File: src/rtl/serial_digit_adder.sv
// Digit-serial adder: S = X + Y + Cin, DIGIT bits per clock, LSB digit first, valid/ready on both sides.
// Optional signed-overflow output enabled by defining SERIAL_DIGIT_ADDER_OVF_EN.
module serial_digit_adder #(
    parameter int WIDTH = 8,
    parameter int DIGIT = 2
) (
    input  logic             clk,
    input  logic             rst_n,
    input  logic             in_valid,
    output logic             in_ready,
    input  logic [WIDTH-1:0] x,
    input  logic [WIDTH-1:0] y,
    input  logic             cin,
    output logic             out_valid,
    input  logic             out_ready,
    output logic [WIDTH-1:0] s,
    output logic             cout,
`ifdef SERIAL_DIGIT_ADDER_OVF_EN
    output logic             ovf,
`endif
    output logic             busy
);

    localparam int N     = WIDTH / DIGIT;
    localparam int CNT_W = (N > 1) ? $clog2(N) : 1;

    if ((DIGIT < 1) || ((WIDTH % DIGIT) != 0)) begin : g_bad_digit
        $error("serial_digit_adder: WIDTH must be a positive multiple of DIGIT");
    end

    typedef enum logic [1:0] {IDLE, RUN, DONE} state_t;

    state_t             state_q, state_d;
    logic [WIDTH-1:0]   xr_q, xr_d, yr_q, yr_d, sr_q, sr_d, s_q, s_d;
    logic               carry_q, carry_d, cout_q, cout_d;
    logic [CNT_W-1:0]   cnt_q, cnt_d;
    logic [DIGIT:0]     dsum;
    logic [WIDTH-1:0]   d_ext, sum_nxt;
    logic               last;
`ifdef SERIAL_DIGIT_ADDER_OVF_EN
    logic               xm_q, xm_d, ym_q, ym_d, ovf_q, ovf_d;
`endif

    always_ff @(posedge clk or negedge rst_n) begin
        if (!rst_n) begin
            state_q <= IDLE;
            xr_q    <= '0;
            yr_q    <= '0;
            sr_q    <= '0;
            s_q     <= '0;
            carry_q <= 1'b0;
            cout_q  <= 1'b0;
            cnt_q   <= '0;
`ifdef SERIAL_DIGIT_ADDER_OVF_EN
            xm_q    <= 1'b0;
            ym_q    <= 1'b0;
            ovf_q   <= 1'b0;
`endif
        end else begin
            state_q <= state_d;
            xr_q    <= xr_d;
            yr_q    <= yr_d;
            sr_q    <= sr_d;
            s_q     <= s_d;
            carry_q <= carry_d;
            cout_q  <= cout_d;
            cnt_q   <= cnt_d;
`ifdef SERIAL_DIGIT_ADDER_OVF_EN
            xm_q    <= xm_d;
            ym_q    <= ym_d;
            ovf_q   <= ovf_d;
`endif
        end
    end

    always_comb begin
        state_d = state_q;
        xr_d    = xr_q;
        yr_d    = yr_q;
        sr_d    = sr_q;
        s_d     = s_q;
        carry_d = carry_q;
        cout_d  = cout_q;
        cnt_d   = cnt_q;
`ifdef SERIAL_DIGIT_ADDER_OVF_EN
        xm_d    = xm_q;
        ym_d    = ym_q;
        ovf_d   = ovf_q;
`endif
        // One digit of the ripple, carry kept in the extra top bit.
        dsum    = {1'b0, xr_q[DIGIT-1:0]} + {1'b0, yr_q[DIGIT-1:0]} + (DIGIT+1)'(carry_q);
        d_ext   = '0;
        d_ext[DIGIT-1:0] = dsum[DIGIT-1:0];
        sum_nxt = (sr_q >> DIGIT) | (d_ext << (WIDTH - DIGIT));
        last    = (cnt_q == CNT_W'(N - 1));

        case (state_q)
            IDLE: begin
                if (in_valid) begin
                    xr_d    = x;
                    yr_d    = y;
                    carry_d = cin;
                    cnt_d   = '0;
`ifdef SERIAL_DIGIT_ADDER_OVF_EN
                    xm_d    = x[WIDTH-1];
                    ym_d    = y[WIDTH-1];
`endif
                    state_d = RUN;
                end
            end
            RUN: begin
                xr_d    = xr_q >> DIGIT;
                yr_d    = yr_q >> DIGIT;
                sr_d    = sum_nxt;
                carry_d = dsum[DIGIT];
                cnt_d   = cnt_q + CNT_W'(1);
                if (last) begin
                    // Result registers change only here, so s/cout hold through IDLE and RUN.
                    s_d     = sum_nxt;
                    cout_d  = dsum[DIGIT];
`ifdef SERIAL_DIGIT_ADDER_OVF_EN
                    ovf_d   = (xm_q == ym_q) && (sum_nxt[WIDTH-1] != xm_q);
`endif
                    state_d = DONE;
                end
            end
            DONE: begin
                if (out_ready) begin
`ifdef SERIAL_DIGIT_ADDER_OVF_EN
                    ovf_d   = 1'b0;
`endif
                    state_d = IDLE;
                end
            end
            default: state_d = IDLE;
        endcase
    end

    assign in_ready  = (state_q == IDLE);
    assign out_valid = (state_q == DONE);
    assign busy      = (state_q != IDLE);
    assign s         = s_q;
    assign cout      = cout_q;
`ifdef SERIAL_DIGIT_ADDER_OVF_EN
    assign ovf       = ovf_q;
`endif

endmodule

File: config.mk
export PLATFORM = sky130hd
export DESIGN_NAME = serial_digit_adder
export DESIGN_NICKNAME = d
export VERILOG_FILES = /design/src/rtl/serial_digit_adder.sv
export SDC_FILE = /design/constraint.sdc
export NUM_CORES = 1
export LEC_CHECK = 0
export ABC_AREA = 1
export CORE_MARGIN = 5
export CORE_UTILIZATION = 30
export DETAILED_ROUTE_END_ITERATION = 8
export PLACE_DENSITY = 0.58
export SETUP_SLACK_MARGIN = 0.15
export SYNTH_ARGS = -nofsm -noshare
export SYNTH_HDL_FRONTEND = slang
export SYNTH_SLANG_ARGS = --single-unit
File: constraint.sdc
create_clock -name clk -period 1.4 [get_ports clk]
set_input_delay 0.21 -clock clk [delete_from_list [all_inputs] [get_ports clk]]
set_output_delay 0.21 -clock clk [all_outputs]
set_load 0.05 [all_outputs]
## Word-level counts from Yosys, hierarchy flattened

Cells that the tools add are included.

| storage, ports and cells | value |
|---|---|
| register bits | 38 |
| input bits | 21 |
| output and inout bits | 12 |
| logic and storage cells | 36 |

| operators by class | value |
|---|---|
| add/subtract/negate cells | 3 |
| eq/ne operators | 6 |
| muxes and demuxes | 12 |
| bitwise logic cells | 1 |
| reduce and logical (&&, ||, !) cells | 6 |

Operators with widths:

| cell | number |
|---|---|
| $pmux W8 S2 | 2 |
| $mux W8 | 2 |
| $mux W2 | 4 |
| $or A6 B8 Y8 | 1 |
| $pmux W2 S3 | 1 |
| $eq A2 B2 Y1 const B | 2 |
| $ne A2 B2 Y1 const B | 2 |
| $pmux W2 S2 | 1 |
| $reduce_and A2 Y1 | 2 |
| $reduce_bool A2 Y1 | 2 |
| $add A2 B2 Y3 | 1 |
| $add A3 B1 Y3 | 1 |
| $reduce_and A3 Y1 | 1 |
| $add A2 B1 Y2 const B | 1 |
| $eq A2 B1 Y1 const B | 1 |
| $logic_not A2 Y1 | 1 |
| $ne A2 B1 Y1 const B | 1 |
| $pmux W1 S2 | 1 |
| $mux W1 | 1 |

## Logic depth before layout (Yosys ltp)

| depth | value |
|---|---|
| depth after elaboration | 3 |
| mapped depth | 7 |
| mapped depth without buffers | 6 |

## Worst setup path before layout

No wires, ideal clock.

| timing path | value |
|---|---|
| kind | register to output |
| start point | register state_q[0] |
| end point | output busy |
| arrival | 1.825 ns |
| required time | 1.190 ns |
| setup slack | -0.635 ns |
| stages on the path, launching flop included | 4 |
| path buffers | 1 |
| cell sequence | dfrtp_1 > buf_6 > nor2_1 > inv_1 |

| between the ends | value |
|---|---|
| cells in the longest elaborated chain, start to end | 1 |

RTL lines:

| what | RTL line | source |
|---|---|---|
| start, declared | 33 | `state_t state_q, state_d;` |
| start signal, assigned | 60 | `state_q <= state_d;` |
| $reduce_bool A2 Y1 | 141 | `assign busy = (state_q != IDLE);` |
| end, declared | 21 | `output logic busy` |

Every way passes these cells.

## Worst setup path after layout

| timing path | value |
|---|---|
| start point | register xr_q[0] |
| end point | register s_q[7] (netlist: s[7]) |

| between the ends | value |
|---|---|
| cells in the longest elaborated chain, start to end | 3 |

RTL lines:

| what | RTL line | source |
|---|---|---|
| start, declared | 34 | `logic [WIDTH-1:0] xr_q, xr_d, yr_q, yr_d, sr_q, sr_d, s_q, s_d;` |
| start signal, assigned | 61 | `xr_q <= xr_d;` |
| $add A2 B2 Y3 | 91 | `dsum = {1'b0, xr_q[DIGIT-1:0]} + {1'b0, yr_q[DIGIT-1:0]} + (DIGIT+1)'(carry_q);` |
| $add A3 B1 Y3 | 91 |  |
| $or A6 B8 Y8 | 94 | `sum_nxt = (sr_q >> DIGIT) \| (d_ext << (WIDTH - DIGIT));` |
| end signal, assigned | 50 | `s_q <= '0;` |
| end signal, assigned | 64 | `s_q <= s_d;` |
| end, declared | 34 |  |

Every way passes these cells.
A chain may end at the register's enable or synchronous reset.

==> flow_metrics.tcl <==
set metrics [dict create \
    finalPower_mw 6.52 \
    synthToLayoutAreaGrowth_pct 46.8 \
    fillers 617 \
    setup_viol 3 \
    fin_crit_sh_pct 109 \
    netlist.area_leader.share_pct 51.1 \
    drc_errors 0 \
    synthAdderAreaFrac_pct 2.98 \
    cp_data_required_time_ns 1.58 \
    synth_seq_cells 36 \
    crit_arrival_ns 1.70 \
    htree_levels 2 \
    totalWireLength_um 3830 \
    io_pins 33 \
    clkSinkCount 36 \
    vias 1419 \
    timing.final.ws_setup_ns -0.120 \
    skew_ns 0.00871 \
    synth_top_area_cell "dfrtp_1" \
    synth_compound_area_share_pct 7.31 \
    layout_common_cells "57 x nand2_1, 34 x dfrtp_1, 32 x nand3_1, 31 x inv_1, 20 x clkdlybuf4s50_1" \
    syn-mean-instance-area_um2 8.64 \
    syn_area_mm2 0.00176 \
    rr_startpoint "xr_q[0]" \
    maxCapViolations 0 \
    critPathLaunchType "flip-flop" \
    cp-startpoint "xr_q[0]" \
    cts.path.max_buffers 2 \
    first_pass_iters 4 \
    synth_xor_area_share_pct 0 \
    cts_tree "yes" \
    ant_nets 0 \
    grt_pass1_wl_um 6400 \
    timing.fmax_mhz 658 \
    wl_per_cell_um 11.6 \
    grt_max_degree 37 \
    cts_buffers 5 \
    synthSimpleGateAreaFrac_pct 26.0 \
    end_kind "flip-flop" \
    reg2regPathDepth 4 \
    worstPathMaxFanout 2 \
    diodes 0 \
    yosys_warnings 0 \
    netlist-cell-type-count 20 \
    endpoint "s[7]" \
    vias_per_cell 4.29 \
    reg2reg_to "s[7]" \
    syn_inst 204 \
    hold_viol 0 \
    synth_top_family_by_area "simple AND/OR/NAND/NOR gates" \
    pre_cts_ws_ns -0.139 \
    antenna_found_initial 0 \
    crit_type "flip-flop to flip-flop" \
    start_util_pct 30.3 \
    stdcell_area_mm2 0.00259 \
    syn-num-nets 228 \
    powerDensity_mw_per_mm2 2520 \
    relSlewSlack_pct 79.8 \
    io_buffers 32 \
    rows 28 \
    tightest_slew_ns 0.303 \
    synth_area_leaders "dfrtp_1 51%, nand2_1 12%, nand3_1 9.7%" \
    grtUsageTotal_pct 10.8 \
    seq_area_frac_synth_pct 51.1 \
    place.gp.congestion 0.724 \
    outcome "finished, violations left" \
    worst_hold_path_type "input pin to asynchronous set/reset pin" \
    clock_tree.root_cell "clkbuf_8" \
    core_area_mm2 0.00582 \
    placed_area_mm2 0.00233 \
    violations "setup timing" \
    clk_latency_ns 0.29 \
    whs_ns 0.290 \
    fp.dieW_um 86.7 \
    final_nets 279 \
    synthMuxAreaShare_pct 0 \
    slew_viol_final 0 \
    die_area_mm2 0.00751 \
    reg2reg_slack_ns -0.12 \
    dieHeight_um 86.7 \
    peakVddDrop_mv 0.922 \
    grt_setup_unrepaired "yes" \
    grt_pass1_vias 1425 \
    drive_gt1_share_pct 26.6 \
    cts.reportedPaths.clkPinSlew_ns 0.08 \
    overflow 0 \
    fin_crit_ns 1.52 \
    drt_iter0_markers 57 \
    final_common_cell "nand2_1" \
    power_leakage_nw 1.29 \
    hpwl_um 2530 \
]
cell families (layout without fill, tap and decap cells):
family                   Yosys count  in the layout
adder cells (fa/ha/maj)            3              3
AO/OA/AOI/OAI                     20             20
AND/OR/NAND/NOR                  100            100
buffers and inverters             45             97
flip-flops                        36             36
critical path: stages (launching register included):
cell	delay [ns]
dfrtp_1	0.37
inv_2	0.05
fa_2	0.38
fa_2	0.56
o21ai_2	0.05
metal layers:
| metal | global-route usage (%) | routed length (µm) | vias to the layer above |
|---|---|---|---|
| met5 | 0 | 0 | - |
| met4 | 3.97 | 43 | 0 |
| met3 | 2.76 | 193 | 5 |
| met2 | 17.8 | 1730 | 27 |
| met1 | 13.6 | 1860 | 653 |
| li1 | - | - | 734 |
flip-flops by register name, summed over array words and instances, names as in the netlist:
name     cells
xr_q         8
cout         1
yr_q         8
sr_q         6
s            8
state_q      2
cnt_q        2
carry_q      1
cell type report:
type	instances	area, µm²	share of cell area [%]
sequential	36	903	34.9
multi-input combinational	123	699	27.0
timing repair buffer	53	664	25.7
inverter	36	140	5.41
tap	75	93.8	3.62
clock buffer	5	68.8	2.66
clock inverter	3	18.8	0.725
timing repair:
item | 4_1_cts | 5_1_grt
cloned | 0 | 1
endpoints found under the setup margin | 12 | 26
hold buffers | 0 | 0
buffers inserted | 8 | 2
pin swaps | 4 | 3
gates resized for setup | 9 | 7
cells in the mapped netlist, drive strengths merged:
library cell  instances
nand2                61
nand3                34
buf                   8
inv                  36
fa                    2
dfrtp                36
nor2                  4
o31ai                 1
o21ai                18
ha                    1
a21oi                 1
clkbuf                1
or2                   1
how the worst min path moves through the flow:
stage	from	endpoint	slack, ns	cells past startpoint
floorplan	rst_n	carry_q	-0.09	0
global placement	cnt_q[0]	cnt_q[0]	0.47	1
detailed placement	cnt_q[0]	cnt_q[0]	0.47	1
CTS	rst_n	s[1]	0.30	2
global route	rst_n	s[1]	0.33	2
finish	rst_n	s[1]	0.29	2
through the flow:
| step | setup TNS [ns] | cells | utilization, % |
|---|---|---|---|
| detailed placement | -0.422 | 312 | 40.0 |
| finish | -0.268 | 331 | 44.5 |
| floorplan | -0.177 | 204 | - |
| CTS | -0.241 | 328 | 43.1 |
| global route | -0.443 | 331 | 44.5 |
| global placement | -0.263 | 312 | 40.0 |
power breakdown:
part / switching [mW] / internal, mW
clock network: 0.389 / 0.347
registers: 0.343 / 1.53
logic: 2.08 / 1.83
No activity file was read; power rests on OpenSTA's default activity.
